`config.mk`:
```
export PLATFORM = sky130hd
export DESIGN_NAME = mem_writer
export DESIGN_NICKNAME = d
export VERILOG_FILES = /design/src/rtl/img_mem_pkg.sv /design/src/rtl/bank_addr_counter.sv /design/src/rtl/mem_writer.sv
export SDC_FILE = /design/constraint.sdc
export NUM_CORES = 1
export LEC_CHECK = 0
export CAP_MARGIN = 20
export CELL_PAD_IN_SITES_DETAIL_PLACEMENT = 1
export CELL_PAD_IN_SITES_GLOBAL_PLACEMENT = 1
export CORE_MARGIN = 4
export CORE_UTILIZATION = 36
export CTS_BUF_LIST = sky130_fd_sc_hd__clkbuf_8
export DETAILED_ROUTE_END_ITERATION = 7
export PLACE_DENSITY_LB_ADDON = 0.08
export SETUP_SLACK_MARGIN = 0.05
export SLEW_MARGIN = 25
export SYNTH_ARGS = -nofsm -noshare
export SYNTH_HDL_FRONTEND = slang
export SYNTH_SLANG_ARGS = --single-unit
export TNS_END_PERCENT = 5
```
`constraint.sdc`:
```
create_clock -name clk -period 3.58 [get_ports clk]
set_input_delay 0.716 -clock clk [delete_from_list [all_inputs] [get_ports clk]]
set_output_delay 0.716 -clock clk [all_outputs]
set_load 0.1 [all_outputs]
```
`src/rtl/img_mem_pkg.sv`:
```
// Constants and state encoding shared by the image writer and the readback path.
// Bank geometry, pixel width and the writer FSM state type live here.
package img_mem_pkg;

  localparam int ADDR_DEPTH = 480;
  localparam int NUM_MEMS   = 240;
  localparam int DATA_W     = 20;
  localparam int ADDR_W     = 10;

  typedef enum logic [3:0] {
    IDLE      = 4'd0,
    WAIT_VAL  = 4'd1,
    ACK       = 4'd2,
    WAIT_DROP = 4'd3,
    ADVANCE   = 4'd4,
    DONE      = 4'd5
  } writer_state_t;

  // A word is malformed when anything above the pixel field is set.
  function automatic logic upper_bits_set(input logic [31:0] word);
    return |word[31:DATA_W];
  endfunction

endpackage

```
`src/rtl/bank_addr_counter.sv`:
```
// Word address / bank select pair that sweeps 0..DEPTH-1 within each bank, then
// moves to the next bank; 'last' flags the final word of the final bank.
module bank_addr_counter
  import img_mem_pkg::*;
#(
  parameter int DEPTH = ADDR_DEPTH,
  parameter int BANKS = NUM_MEMS
) (
  input  logic              clk,
  input  logic              reset_n,
  input  logic              inc,
  input  logic              clr,
  output logic [ADDR_W-1:0] addr,
  output logic [ADDR_W-1:0] which_mem,
  output logic              last
);

  logic [ADDR_W-1:0] addr_q, addr_d;
  logic [ADDR_W-1:0] bank_q, bank_d;
  logic              addr_end;

  assign addr_end  = (addr_q == ADDR_W'(DEPTH - 1));
  assign last      = addr_end && (bank_q == ADDR_W'(BANKS - 1));
  assign addr      = addr_q;
  assign which_mem = bank_q;

  // Next address: clear wins, the final word wraps the whole sweep back to zero.
  always_comb begin
    addr_d = addr_q;
    bank_d = bank_q;
    if (clr) begin
      addr_d = {ADDR_W{1'b0}};
      bank_d = {ADDR_W{1'b0}};
    end else if (inc) begin
      if (last) begin
        addr_d = {ADDR_W{1'b0}};
        bank_d = {ADDR_W{1'b0}};
      end else if (addr_end) begin
        addr_d = {ADDR_W{1'b0}};
        bank_d = bank_q + {{(ADDR_W-1){1'b0}}, 1'b1};
      end else begin
        addr_d = addr_q + {{(ADDR_W-1){1'b0}}, 1'b1};
      end
    end else begin
      addr_d = addr_q;
    end
  end

  // Address registers.
  always_ff @(posedge clk) begin
    if (!reset_n) begin
      addr_q <= {ADDR_W{1'b0}};
      bank_q <= {ADDR_W{1'b0}};
    end else begin
      addr_q <= addr_d;
      bank_q <= bank_d;
    end
  end

endmodule

```
`src/rtl/mem_writer.sv`:
```
// HPS-to-FPGA image loader: one pixel per four-phase arm_val/fpga_ack handshake,
// written sequentially across the M10K banks with a running checksum and format flag.
module mem_writer
  import img_mem_pkg::*;
#(
  parameter int DEPTH = ADDR_DEPTH,
  parameter int BANKS = NUM_MEMS
) (
  input  logic              clk,
  input  logic              reset_n,
  input  logic              start,
  input  logic              arm_val,
  input  logic [31:0]       arm_data,
  output logic              fpga_ack,
  output logic              mem_we,
  output logic [ADDR_W-1:0] addr,
  output logic [ADDR_W-1:0] which_mem,
  output logic [DATA_W-1:0] wr_data,
  output logic              done,
  output logic [31:0]       checksum,
  output logic              fmt_err,
  output logic [3:0]        state_dbg
);

  writer_state_t     state_q, state_d;
  logic              mem_we_q, mem_we_d;
  logic              fpga_ack_q, fpga_ack_d;
  logic              done_q, done_d;
  logic              fmt_err_q, fmt_err_d;
  logic [DATA_W-1:0] wr_data_q, wr_data_d;
  logic [31:0]       checksum_q, checksum_d;
  logic              cnt_inc, cnt_clr, cnt_last;

  bank_addr_counter #(
    .DEPTH(DEPTH),
    .BANKS(BANKS)
  ) u_cnt (
    .clk      (clk),
    .reset_n  (reset_n),
    .inc      (cnt_inc),
    .clr      (cnt_clr),
    .addr     (addr),
    .which_mem(which_mem),
    .last     (cnt_last)
  );

  // Handshake FSM: next state and next register values.
  always_comb begin
    state_d    = state_q;
    mem_we_d   = 1'b0;
    fpga_ack_d = fpga_ack_q;
    done_d     = done_q;
    fmt_err_d  = fmt_err_q;
    wr_data_d  = wr_data_q;
    checksum_d = checksum_q;
    cnt_inc    = 1'b0;
    cnt_clr    = 1'b0;
    case (state_q)
      IDLE, DONE: begin
        fpga_ack_d = 1'b0;
        if (start) begin
          cnt_clr    = 1'b1;
          checksum_d = 32'd0;
          fmt_err_d  = 1'b0;
          done_d     = 1'b0;
          state_d    = WAIT_VAL;
        end else begin
          state_d = state_q;
        end
      end
      WAIT_VAL: begin
        if (arm_val) begin
          wr_data_d  = arm_data[DATA_W-1:0];
          mem_we_d   = 1'b1;
          checksum_d = checksum_q + {{(32-DATA_W){1'b0}}, arm_data[DATA_W-1:0]};
          fmt_err_d  = fmt_err_q | upper_bits_set(arm_data);
          state_d    = ACK;
        end else begin
          state_d = WAIT_VAL;
        end
      end
      ACK: begin
        fpga_ack_d = 1'b1;
        state_d    = WAIT_DROP;
      end
      WAIT_DROP: begin
        // A held arm_val stalls here; no second write can be issued.
        if (!arm_val) begin
          fpga_ack_d = 1'b0;
          state_d    = ADVANCE;
        end else begin
          state_d = WAIT_DROP;
        end
      end
      ADVANCE: begin
        cnt_inc = 1'b1;
        if (cnt_last) begin
          done_d  = 1'b1;
          state_d = DONE;
        end else begin
          state_d = WAIT_VAL;
        end
      end
      default: begin
        state_d    = IDLE;
        fpga_ack_d = 1'b0;
      end
    endcase
  end

  // State and output registers.
  always_ff @(posedge clk) begin
    if (!reset_n) begin
      state_q    <= IDLE;
      mem_we_q   <= 1'b0;
      fpga_ack_q <= 1'b0;
      done_q     <= 1'b0;
      fmt_err_q  <= 1'b0;
      wr_data_q  <= {DATA_W{1'b0}};
      checksum_q <= 32'd0;
    end else begin
      state_q    <= state_d;
      mem_we_q   <= mem_we_d;
      fpga_ack_q <= fpga_ack_d;
      done_q     <= done_d;
      fmt_err_q  <= fmt_err_d;
      wr_data_q  <= wr_data_d;
      checksum_q <= checksum_d;
    end
  end

  assign mem_we    = mem_we_q;
  assign fpga_ack  = fpga_ack_q;
  assign done      = done_q;
  assign fmt_err   = fmt_err_q;
  assign wr_data   = wr_data_q;
  assign checksum  = checksum_q;
  assign state_dbg = state_q;

endmodule
```
# Word level (Yosys, flattened, before mapping)

Index checks and enable logic that the tools add are counted.

Bits in registers: 80
Latch bits: 0
RAM bits: 0
Memory bits (read-only): 0
Output and inout port bits: 80
Logic and storage cells: 64
Memories: 0

Add/sub/neg operators: 3
$mul: 0
Div/mod/pow operators: 0
Order comparisons: 0
Eq/ne operators: 11
Shifts and indexed selects: 0
Mux-type cells: 23
Bitwise operators: 3
Reductions and logical operators: 15

Operator list:

| operator              | count |
|---|---|
| $mux 32               | 2 |
| $pmux 32 s2           | 1 |
| $mux 10               | 4 |
| $add 32x20->32        | 1 |
| $add 10x1->10 const B | 2 |
| $pmux 4 s5            | 1 |
| $reduce_or 12->1      | 1 |
| $eq 10x8->1 const B   | 1 |
| $eq 10x9->1 const B   | 1 |
| $eq 4x2->1 const B    | 2 |
| $eq 4x3->1 const B    | 2 |
| $mux 1                | 8 |
| $ne 2x2->1 const B    | 4 |
| $reduce_and 2->1      | 4 |
| $mux 3                | 2 |
| $reduce_and 3->1      | 2 |
| $reduce_bool 2->1     | 3 |
| $reduce_or 2->1       | 3 |
| $eq 4x1->1 const B    | 1 |
| $logic_not 4->1       | 1 |
| $mux 4                | 1 |
| $pmux 1 s2            | 2 |
| $pmux 1 s3            | 1 |
| $mux 2                | 1 |
| other kinds (3)       | 4 |

# Longest topological paths before layout

Depth after elaboration: 4
Gate-level depth with buffers: 10
Gate-level depth less buffers: 10

# Modules after synthesis

Synthesis repeated with hierarchy kept, for this count alone.

Cell total of the unflattened synthesis: 538
Area, all modules: 4,414.2 µm²

Modules (own cells, without submodules):

| module            | instances | cells each | area each (µm²) | sequential area each (µm²) |
|---|---|---|---|---|
| mem_writer        | 1         | 427        | 3,470.8         | 1,181.1 |
| bank_addr_counter | 1         | 111        | 943.4           | 400.4 |

# Least setup slack after synthesis

Ideal clock, no wire load.

Path kind: flip-flop to flip-flop
Start: register checksum_q[0], in the netlist checksum[0]
End: register checksum_q[30], in the netlist checksum[30]
Setup time: 0.072 ns
Arrival time: 3.086 ns
Slack: 0.423 ns
Stages on the path, launching flop included: 11
Buffers on the path: 0
Clock period less this slack: 3.157 ns
Path through: dfxtp_1 ha_1 inv_1 fa_1 nand2b_1 a21oi_1 o31a_1 o21a_2 a2111oi_4 or4_1 a21oi_1

Word-level cells in the longest chain between the ends: 3

RTL lines:

| element                  | line              | source |
|---|---|---|
| start: declaration       | mem_writer.sv:31  | `logic [31:0] checksum_q, checksum_d;` |
| start signal: assignment | mem_writer.sv:128 | `checksum_q <= checksum_d;` |
| $add 32x20->32           | mem_writer.sv:75  | `checksum_d = checksum_q + {{(32-DATA_W){1'b0}}, arm_data[DATA_W-1:0]};` |
| $mux 32                  | mem_writer.sv:72  | `if (arm_val) begin` |
| $pmux 32 s2              | mem_writer.sv:58  | `case (state_q)` |

No other way between the ends. The select of a mux whose other input is x is not followed.
A chain may end at the register's enable or synchronous reset.

# Worst setup path in the final report

Start: input port arm_data[0]
End: register checksum_q[30], in the netlist checksum[30]

Word-level cells in the longest chain between the ends: 3

RTL lines:

| element            | line             | source |
|---|---|---|
| start: declaration | mem_writer.sv:13 | `input logic [31:0] arm_data,` |
| $add 32x20->32     | mem_writer.sv:75 |  |
| $mux 32            | mem_writer.sv:72 |  |
| $pmux 32 s2        | mem_writer.sv:58 |  |

No other way between the ends. The select of a mux whose other input is x is not followed.

==> summary.md <==
| Metric | Value |
|---|---|
| Total gr overflow | `0` |
| Yosys warnings | `0` |
| H-tree Lvls | `3` |
| Cells after Synth | `between 500 and 600` |
| ANT nets after route | `0` |
| Dpl ws | `between 30 and 40 ps` |
| Max IR drop VDD | `approximately 0.14 mV` |
| Aggregate global-route resource usage | `0.190` |
| Primary FF master, synth | `dfxtp_1` |
| Slowest cell on crit path | `or4_1` |
| RSZ-0062 raised after global routing | `no` |
| CTS tree | `built` |
| Max Freq | `between 300 and 400 MHz` |
| Synth top area cells | `dfxtp_1, nand2_1, ha_1, a21oi_1, xor2_1` |
| Area of the multi-input gates | `0.00258 mm2` |
| Fin nets | `692` |
| Clock power frac | `0.314` |
| Clock transition at the registers of the reported paths | `about 80 ps` |
| PostCTS Resize Cnt | `0` |
| Clock Sinks | `79` |
| Setup crit start kind | `input pin` |
| RR Startpoint | `checksum[0]` |
| Post-synthesis cell area | `0.00429 mm2` |
| Met1 Usage GRT | `0.228` |
| Yosys cell types | `58` |
| Routing usage on met3 | `0.0452` |
| Critical Path AT | `3460 ps` |
| Int Power | `0.00140 W` |
| Status | `completed` |
| Critical path fanouts, max | `5` |
| Port bufs | `approximately 110` |
| Critical Path RT | `approximately 3900 ps` |
| DIE AREA | `between 0.01 and 0.015 mm2` |
| Post-synth EDFFs | `0` |
| Final wirelength | `roughly 13000 um` |
| Worst stage delay on the critical path | `510 ps` |
| Cell mode on critical path | `a21oi_1` |
| Clk buf depth | `2` |
| Number of global-route vias before repair | `4260` |
| Pleak | `2.11 nW` |
| Routed wire per std cell | `~16 um` |
| HP Class | `reg2reg` |
| Setup violators final | `0` |
| Critical setup path kind | `in2reg` |
| Site Rows | `39` |
| Die W | `around 120 um` |
| CP cell instances | `clkdlybuf4s50_1, ha_1, inv_1, fa_1, nand2b_1, a21oi_1, o31a_1, o21a_2, a2111oi_4, or4_1, a21oi_1` |
| Seq/Total Area, Yosys | `0.369` |
| Slew Viols, Final | `0` |
| Die Height | `between 100 and 150 um` |
| Via count | `slightly above 4k` |
| Switching power | `around 0.0007 W` |
| I/O pin total | `around 120` |
| Comb power frac | `0.248` |
| Grt met2 use | `0.329` |
| Crit path launch | `arm_data[0]` |
| Area grow syn2layout | `33.7%` |
| Initial Util | `0.372` |
| Actual slew at the worst max-slew pin | `between 900 and 1000 ps` |
| DRC | `0` |
| Register area | `between 0.0015 and 0.002 mm2` |
| Worst setup EP type | `flip-flop` |
| Syn_area_per_cell | `between 8 and 9 um2` |
| Crit share post-route | `0.883` |
| Clk Latency, worst-skew pair | `between 300 and 400 ps` |
| Pwr Density | `roughly 370 mW/mm2` |
| Clock Tree Root | `clkbuf_8` |
| Share of layout cells above drive strength 1 | `0.0705` |
| Switching Share | `0.340` |
| Initial DRC count | `around 120` |
| Min Tclk post-route | `about 3200 ps` |
| FF+latch count, synth | `79` |
| Routability cong. | `between 0.8 and 0.9` |
| Largest net degree at the start of global routing | `26` |
| Post-CTS setup buffers | `0` |
| Final worst slack | `roughly 420 ps` |
| Antenna cells | `0` |
| MaxCap Viol Count | `0` |
| Syn_nets | `583` |
| TNS Setup | `0 ps` |
| Synth async-reset ratio | `0` |
| DP Wirelength | `9730 um` |
| Skew final | `~11 ps` |
| GRT Max-Usage Layer | `met2` |
| First-pass GRT wire length | `20700 um` |
| Number of fill cells in the layout | `1444` |
| Initial antenna violation count | `0` |
| Hold Path Origin | `wr_data[15]` |
| Vias per Instance | `~5.3` |
| Power Total | `0.00212 W` |
| Hold buffer count at cts | `0` |
| Slew margin rel. | `0.333` |
| Part of the power in registers | `0.438` |
| Final Hold Violating Endpoints | `0` |
| CTS Buf Count | `9` |
| Post-synth top area cell | `dfxtp_1` |
| Synth top area share | `0.369` |
| Total core area | `between 0.01 and 0.015 mm2` |
| DRT Pass-1 Iters | `4` |
==> critical path: cells and delay by family <==
kind | cells | cell delay (ps)
adders and majority gates | 2 | 570
buffers and inverters | 2 | 550
AOI/OAI and AO/OA | 5 | 920
and+or+nand+nor | 2 | 700
==> metrics by stage <==
step	utilization	area (um2)	hold WS (ps)	std cells
after floorplan	-	4290	861	524
after CTS	0.498	5730	475	781
after global placement	0.481	5540	448	765
final	0.498	5730	467	781
after detailed placement	0.481	5540	462	765
after global routing	0.498	5730	500	781
==> layer usage <==
layer | up-vias | wire length, um
li1 | 2062 | -
met2 | 76 | 6390
met3 | 13 | 559
met1 | 1989 | 5470
met5 | - | 0
met4 | 0 | 183
==> logic make-up (layout without fill, tap and decap cells) <==
family | Yosys count | in the layout | share of synthesized area
AO/OA/AOI/OAI | 141 | 141 | 0.220
XOR/XNOR | 39 | 39 | 0.0796
adder cells (fa/ha/maj) | 23 | 23 | 0.0688
buffers and inverters | 34 | 148 | 0.0312
flip-flops | 79 | 79 | 0.369
multiplexers | 2 | 2 | 0.00467
other | 1 | 1 | 0.000874
AND/OR/NAND/NOR | 205 | 205 | 0.226
==> final timing paths <==
| kind | end | slack, ps | cells after the start |
|---|---|---|---|
| worst max-delay path | checksum[30] | 420 | 11 |
| worst min-delay path | wr_data[15] | 470 | 2 |
| worst min register to register | wr_data[15] | 470 | 2 |
| worst max register to register | checksum[30] | 910 | 10 |
==> flip-flops by register name, summed over array words and instances (netlist names) <==
name / flops
checksum: 32
wr_data: 20
u_cnt.addr: 10
u_cnt.which_mem: 10
state_dbg: 3
done: 1
fmt_err: 1
fpga_ack: 1
mem_we: 1
==> Yosys cell counts (all sizes together) (11+ instances only) <==
library cell	n
a21boi	21
a21oi	36
clkbuf	18
dfxtp	79
ha	22
inv	13
nand2	87
nand3	12
nand4	11
nor2	43
o21ai	29
xnor2	19
xor2	20
==> layout make-up <==
| type | instances | area share |
|---|---|---|
| repair buffers | 119 | 0.200 |
| flip-flops and latches | 79 | 0.276 |
| multi-input cells | 411 | 0.451 |
| well taps | 143 | 0.0312 |
| inverters | 13 | 0.00851 |
| clock inverters | 6 | 0.00917 |
| clock buffers | 10 | 0.0240 |
==> power by group through the flow <==
stage / Clock, W / Sequential, W / Combinational (W)
finish: 0.000667 / 0.000928 / 0.000526
global route: 0.000728 / 0.000933 / 0.000564
CTS: 0.000692 / 0.000929 / 0.000531
detailed placement: 0 / 0.000950 / 0.000530
global placement: 0 / 0.000948 / 0.000520
floorplan: 0 / 0.00113 / 0.000189
==> placed cells by master (no fill, tap or decap), drive strengths merged, types with 19 or more instances in the layout <==
master         synthesis  routed
a21boi                21      21
a21oi                 36      36
clkdlybuf4s50          0     102
dfxtp                 79      79
ha                    22      22
nand2                 87      87
nor2                  43      43
o21ai                 29      29
xnor2                 19      19
xor2                  20      20
Power figures use the tool's default switching activity.
==> patch 1 (config.mk and constraints unchanged) <==
`DATA_W`: 20 -> 28.
--- a/src/rtl/img_mem_pkg.sv
+++ b/src/rtl/img_mem_pkg.sv
@@ -4,7 +4,7 @@
 
   localparam int ADDR_DEPTH = 480;
   localparam int NUM_MEMS   = 240;
-  localparam int DATA_W     = 20;
+  localparam int DATA_W     = 28;
   localparam int ADDR_W     = 10;
 
   typedef enum logic [3:0] {
Interface: changed (resized wr_data); port bits go from 116 to 124. No check against the original RTL was run, so the function may have changed too.
==> patch 1 against the unedited design <==
- power increased by 19%
- sequential cell count grew 8
- utilization is 0.84 points lower
- setup slack improved by 0.075 ns
- design area rose by 15%
- routed wire length rose by 25%
- hold slack worse by 0.0037 ns
- die area grew 16%
- non-clock buffer count up 15
- synthesized cell count increased by 18%
- clock skew shrank 0.0030 ns
- critical endpoint is now checksum[26]
- area after synthesis up 17%
==> patch 1: results (changes against the unedited design) <==
* Netlist cell types at 71 (was 58)
* HPWL after DPL at 12100 µm (was 9730 µm)
* Slowest cell on the critical path: clkdlybuf4s50_1 (was or4_1)
* Largest register FFs at 32 (unchanged)
* Outcome: finished, final reports clean (unchanged)
* Yosys top cell area share at 34.6% (was 36.9%)
* Layout cells sized above 1 at 7.44% (was 7.05%)
* Met3 GRT Util at 3.64% (was 4.52%)
* Fin nets at 801 (was 692)
* IO Port Bufs at 122 (was 114)
* Peak fanout along the critical path at 3 (was 5)
* GRT met2 Usage at 34.9% (was 32.9%)
* Syn_nets at 686 (was 583)
* RR Endpoint: checksum[26] (was checksum[30])
* Peak VDD IR at 0.168 mV (was 0.140 mV)
* Synth async-reset ratio at 0% (unchanged)
* # diodes at 0 (unchanged)
* Post-synthesis mux area share at 0.596% (was 0.467%)
* GRT met1 Usage at 24.5% (was 22.8%)
* H-Tree Depth at 3 (unchanged)
* Setup Skew at 0.00786 ns (was 0.0109 ns)
* Tot GR Track Use at 20.0% (was 19.0%)
* Post-DP Area at 6360 µm² (was 5540 µm²)
* Post-synthesis adder-cell area fraction at 7.85% (was 6.88%)
* Avg WL per Cell at 17.3 µm (was 16.1 µm)
* Reg2reg setup slack at 0.93 ns (was 0.91 ns)
* Iter 0 DRT Violations at 155 (was 122)
* Worst EP arrival at 3.36 ns (was 3.46 ns)
* Top cells by count, synth: nand2_1, dfxtp_1, a21oi_1, nor2_1, ha_1 (was nand2_1, dfxtp_1, nor2_1, a21oi_1, o21ai_0)
* TritonRoute pass-1 iters at 4 (unchanged)
* DRT Wirelength at 15800 µm (was 12600 µm)
* Routed via count at 4917 (was 4140)
* Clock latency on the worst-skew pair at 0.38 ns (was 0.36 ns)
* Yosys warns at 0 (unchanged)
* Sequential fraction of the synthesis area at 34.6% (was 36.9%)
* Largest net degree at the start of global routing at 24 (was 26)
* # Post-CTS Setup Buffers at 0 (unchanged)
* Vias in the first global route at 5341 (was 4260)
* Filler cells at 1639 (was 1444)
* Critical path origin: arm_data[0] (unchanged)
* Leakage power at 2.38 nW (was 2.11 nW)
* Synth area leaders: dfxtp_1, nand2_1, ha_1 (unchanged)
* First-pass GRT wire length at 26400 µm (was 20700 µm)
* Compound-cell area share of the yosys netlist at 22.0% (about the same)
* Gp weighted congestion at 0.889 (was 0.849)
* Critical path's largest stage delay at 0.49 ns (was 0.51 ns)
* Placed cells at 899 (was 765)
* Max-slew headroom at 31.0% (was 33.3%)
* R2R cell count at 10 (unchanged)
* Xor/xnor share of the synthesized area at 7.65% (was 7.96%)
* Worst Hold Slack at 0.463 ns (was 0.467 ns)
* Max frequency at 324 MHz (was 316 MHz)
* Post-DRT Antenna Nets at 0 (unchanged)
* Post-place setup slack at 0.116 ns (was 0.0330 ns)
* Avg Inst Size Synth at 8.14 µm² (was 8.19 µm²)
## patch 1: cell types whose count changed after synthesis, sizes merged, moves of 4 or more
cell / delta
buf: +10
nand2b: +7
ha: +8
nand2: +21
and2: -5
a21oi: +28
o211ai: +4
dfxtp: +8
xor2: +5
a22oi: +4
o21ai: +16
a21boi: -17
## patch 1: cells by family after synthesis
kind of cell | count (synthesis)
other cells | 1
compound gates | 176
simple gates | 234
flops | 87
buf+inv | 43
mux | 3
xor+xnor | 44
fa+ha+maj | 31
## patch 1: where the power goes
part	internal (mW)	switching, mW
registers	1.00	0.0301
clock network	0.394	0.384
logic	0.210	0.507
## patch 1: worst min-delay path by stage
| stage | cells after the start | startpoint | endpoint |
|---|---|---|---|
| after detailed placement | 2 | wr_data[22] | wr_data[22] |
| after CTS | 2 | wr_data[11] | wr_data[11] |
| after floorplan | 1 | reset_n | checksum[0] |
| after global placement | 2 | wr_data[17] | wr_data[17] |
| final | 2 | wr_data[13] | wr_data[13] |
| after global routing | 2 | wr_data[8] | wr_data[8] |
## patch 1: cell type report
class	instances	area (µm²)	area share, %
timing repair buffer	134	1290	19.5
clock inverter	7	97.6	1.48
sequential	87	1740	26.5
inverter	13	48.8	0.741
multi-input combinational	489	3070	46.6
tap	176	220	3.34
clock buffer	9	124	1.88
## patch 1: per-layer routing
layer | vias up | wire length, µm | share of wire, %
met5 | - | 0 | 0
met4 | 0 | 351 | 2.2
met3 | 24 | 639 | 4.0
met2 | 99 | 7580 | 48
met1 | 2368 | 7240 | 46
li1 | 2426 | - | -
==> patch 2 (config.mk and constraints unchanged) <==
Without the edit above. Make the reset (`reset_n`) asynchronous in 2 clocked blocks.
--- a/src/rtl/bank_addr_counter.sv
+++ b/src/rtl/bank_addr_counter.sv
@@ -47,7 +47,7 @@
   end
 
   // Address registers.
-  always_ff @(posedge clk) begin
+  always_ff @(posedge clk or negedge reset_n) begin
     if (!reset_n) begin
       addr_q <= {ADDR_W{1'b0}};
       bank_q <= {ADDR_W{1'b0}};
--- a/src/rtl/mem_writer.sv
+++ b/src/rtl/mem_writer.sv
@@ -109,7 +109,7 @@
   end
 
   // State and output registers.
-  always_ff @(posedge clk) begin
+  always_ff @(posedge clk or negedge reset_n) begin
     if (!reset_n) begin
       state_q    <= IDLE;
       mem_we_q   <= 1'b0;
Function: differs if reset_n is asserted again (counterexample within 4 cycles, from zero or initial values and one cycle with reset_n low); with reset_n held inactive, the same outputs for 10 cycles.
==> patch 2 against the unedited design <==
- hold slack got worse by 0.068 ns
- design area increased by 6.2%
- utilization grew 0.29 points
- sequential cell count unchanged
- area after synthesis up 5.3%
- die area grew 4.9%
- highest routed layer unchanged
- setup slack got worse by 0.063 ns
- synthesized cell count is 2.5% lower
- routed wire length is 5.0% higher
- global-route usage rose by 0.13 points
- final cell count increased by 2.2%
Power is not compared: it rests on default switching activity, and its combinational part moved more than twofold at a synthesized area within 25%.
==> patch 2: results (changes against the unedited design) <==
* HPWL after DPL at 9740 µm (was 9730 µm)
* Top cells by count, synth: nand2_1, dfrtp_1, o21ai_0, nor2_1, a21oi_1 (was nand2_1, dfxtp_1, nor2_1, a21oi_1, o21ai_0)
* CTS Hold Bufs at 0 (unchanged)
* Outcome: finished, final reports clean (unchanged)
* Slew of the pin with the lowest slew margin at 1.01 ns (was 0.997 ns)
* Netlist cell types at 61 (was 58)
* DRT Wirelength at 13200 µm (was 12600 µm)
* Syn_nets at 570 (was 583)
* Synth area leaders: dfrtp_1, nand2_1, ha_1 (was dfxtp_1, nand2_1, ha_1)
* First-pass GRT wire length at 22300 µm (was 20700 µm)
* Filler cells at 1424 (was 1444)
* Fin nets at 684 (was 692)
* Peak fanout along the critical path at 7 (was 5)
* Synth async-reset ratio at 100% (was 0%)
* Setup Skew at 0.00903 ns (was 0.0109 ns)
* Avg Inst Size Synth at 8.84 µm² (was 8.19 µm²)
* Post-route insts no fill at 798 (was 781)
* Routed via count at 4137 (was 4140)
* Sequential fraction of the synthesis area at 43.8% (was 36.9%)
* Layout cells sized above 1 at 6.83% (was 7.05%)
* Min-delay worst type: in -> async (was reg -> reg)
* Worst EP arrival at 3.48 ns (was 3.46 ns)
* Vias in the first global route at 4501 (was 4260)
* Placed cells at 782 (was 765)
* Tot GR Track Use at 19.1% (was 19.0%)
* Iter 0 DRT Violations at 184 (was 122)
* Largest net degree at the start of global routing at 80 (was 26)
* Predominant post-synthesis flop cell: dfrtp_1 (was dfxtp_1)
* Gp weighted congestion at 0.814 (was 0.849)
-- patch 2: path summary, 6_finish.rpt --
| path | startpoint | end | slack [ns] | depth (start not counted) |
|---|---|---|---|---|
| max in group asynchronous | reset_n | wr_data[13] | 2.67 | 1 |
| hold reg to reg | wr_data[0] | wr_data[0] | 0.48 | 2 |
| hold / removal | reset_n | wr_data[2] | 0.40 | 1 |
| min in group clk | wr_data[0] | wr_data[0] | 0.48 | 2 |
| setup reg to reg | checksum[0] | checksum[24] | 0.77 | 10 |
| setup / recovery | arm_data[0] | checksum[24] | 0.36 | 11 |
-- patch 2: final cells by class --
type	instances	area, µm²	share of cell area [%]
clock buffer	13	179	2.94
sequential	79	1980	32.5
tap	168	210	3.45
inverter	17	63.8	1.05
timing repair buffer	125	1210	19.9
multi-input combinational	393	2390	39.2
clock inverter	3	63.8	1.05
-- patch 2: where the power goes --
group | switching, mW | internal [mW]
clock | 0.335 | 0.467
sequential | 0.263 | 1.17
combinational | 3.02 | 1.03
-- patch 2: critical path, cell delays in order --
cell and delay [ns]:
clkdlybuf4s50_1 0.48, ha_1 0.18, inv_1 0.06, fa_1 0.40
nor2b_1 0.17, o2111ai_1 0.17, a211oi_1 0.39, nor3_2 0.12
o31ai_4 0.45, a31oi_1 0.14, a41o_1 0.21
-- patch 2: stage by stage --
step,cell area [µm²],utilization [%],setup WS [ns]
floorplan,4520,-,0.351
global route,6090,50.1,0.169
CTS,6090,50.1,0.352
finish,6090,50.1,0.357
detailed placement,5850,48.1,-0.0516
global placement,5840,48.0,0.0235
-- patch 2: cells by family after synthesis --
logic type | Yosys count | synth area share, %
fa+ha+maj | 23 | 6.54
compound gates | 123 | 17.8
mux | 2 | 0.443
simple gates | 208 | 21.0
xor+xnor | 36 | 6.98
other cells | 1 | 0.0830
buf+inv | 39 | 3.41
flops | 79 | 43.8
-- patch 2: metal layers --
layer / track usage (%) / up-vias / wire length [µm] / share of wire, %
met3: 6.50 / 10 / 737 / 5.6
met5: 0 / - / 0 / 0
met2: 31.3 / 85 / 6200 / 47
li1: - / 2014 / - / -
met1: 24.3 / 2028 / 6140 / 46
met4: 4.58 / 0 / 147 / 1.1
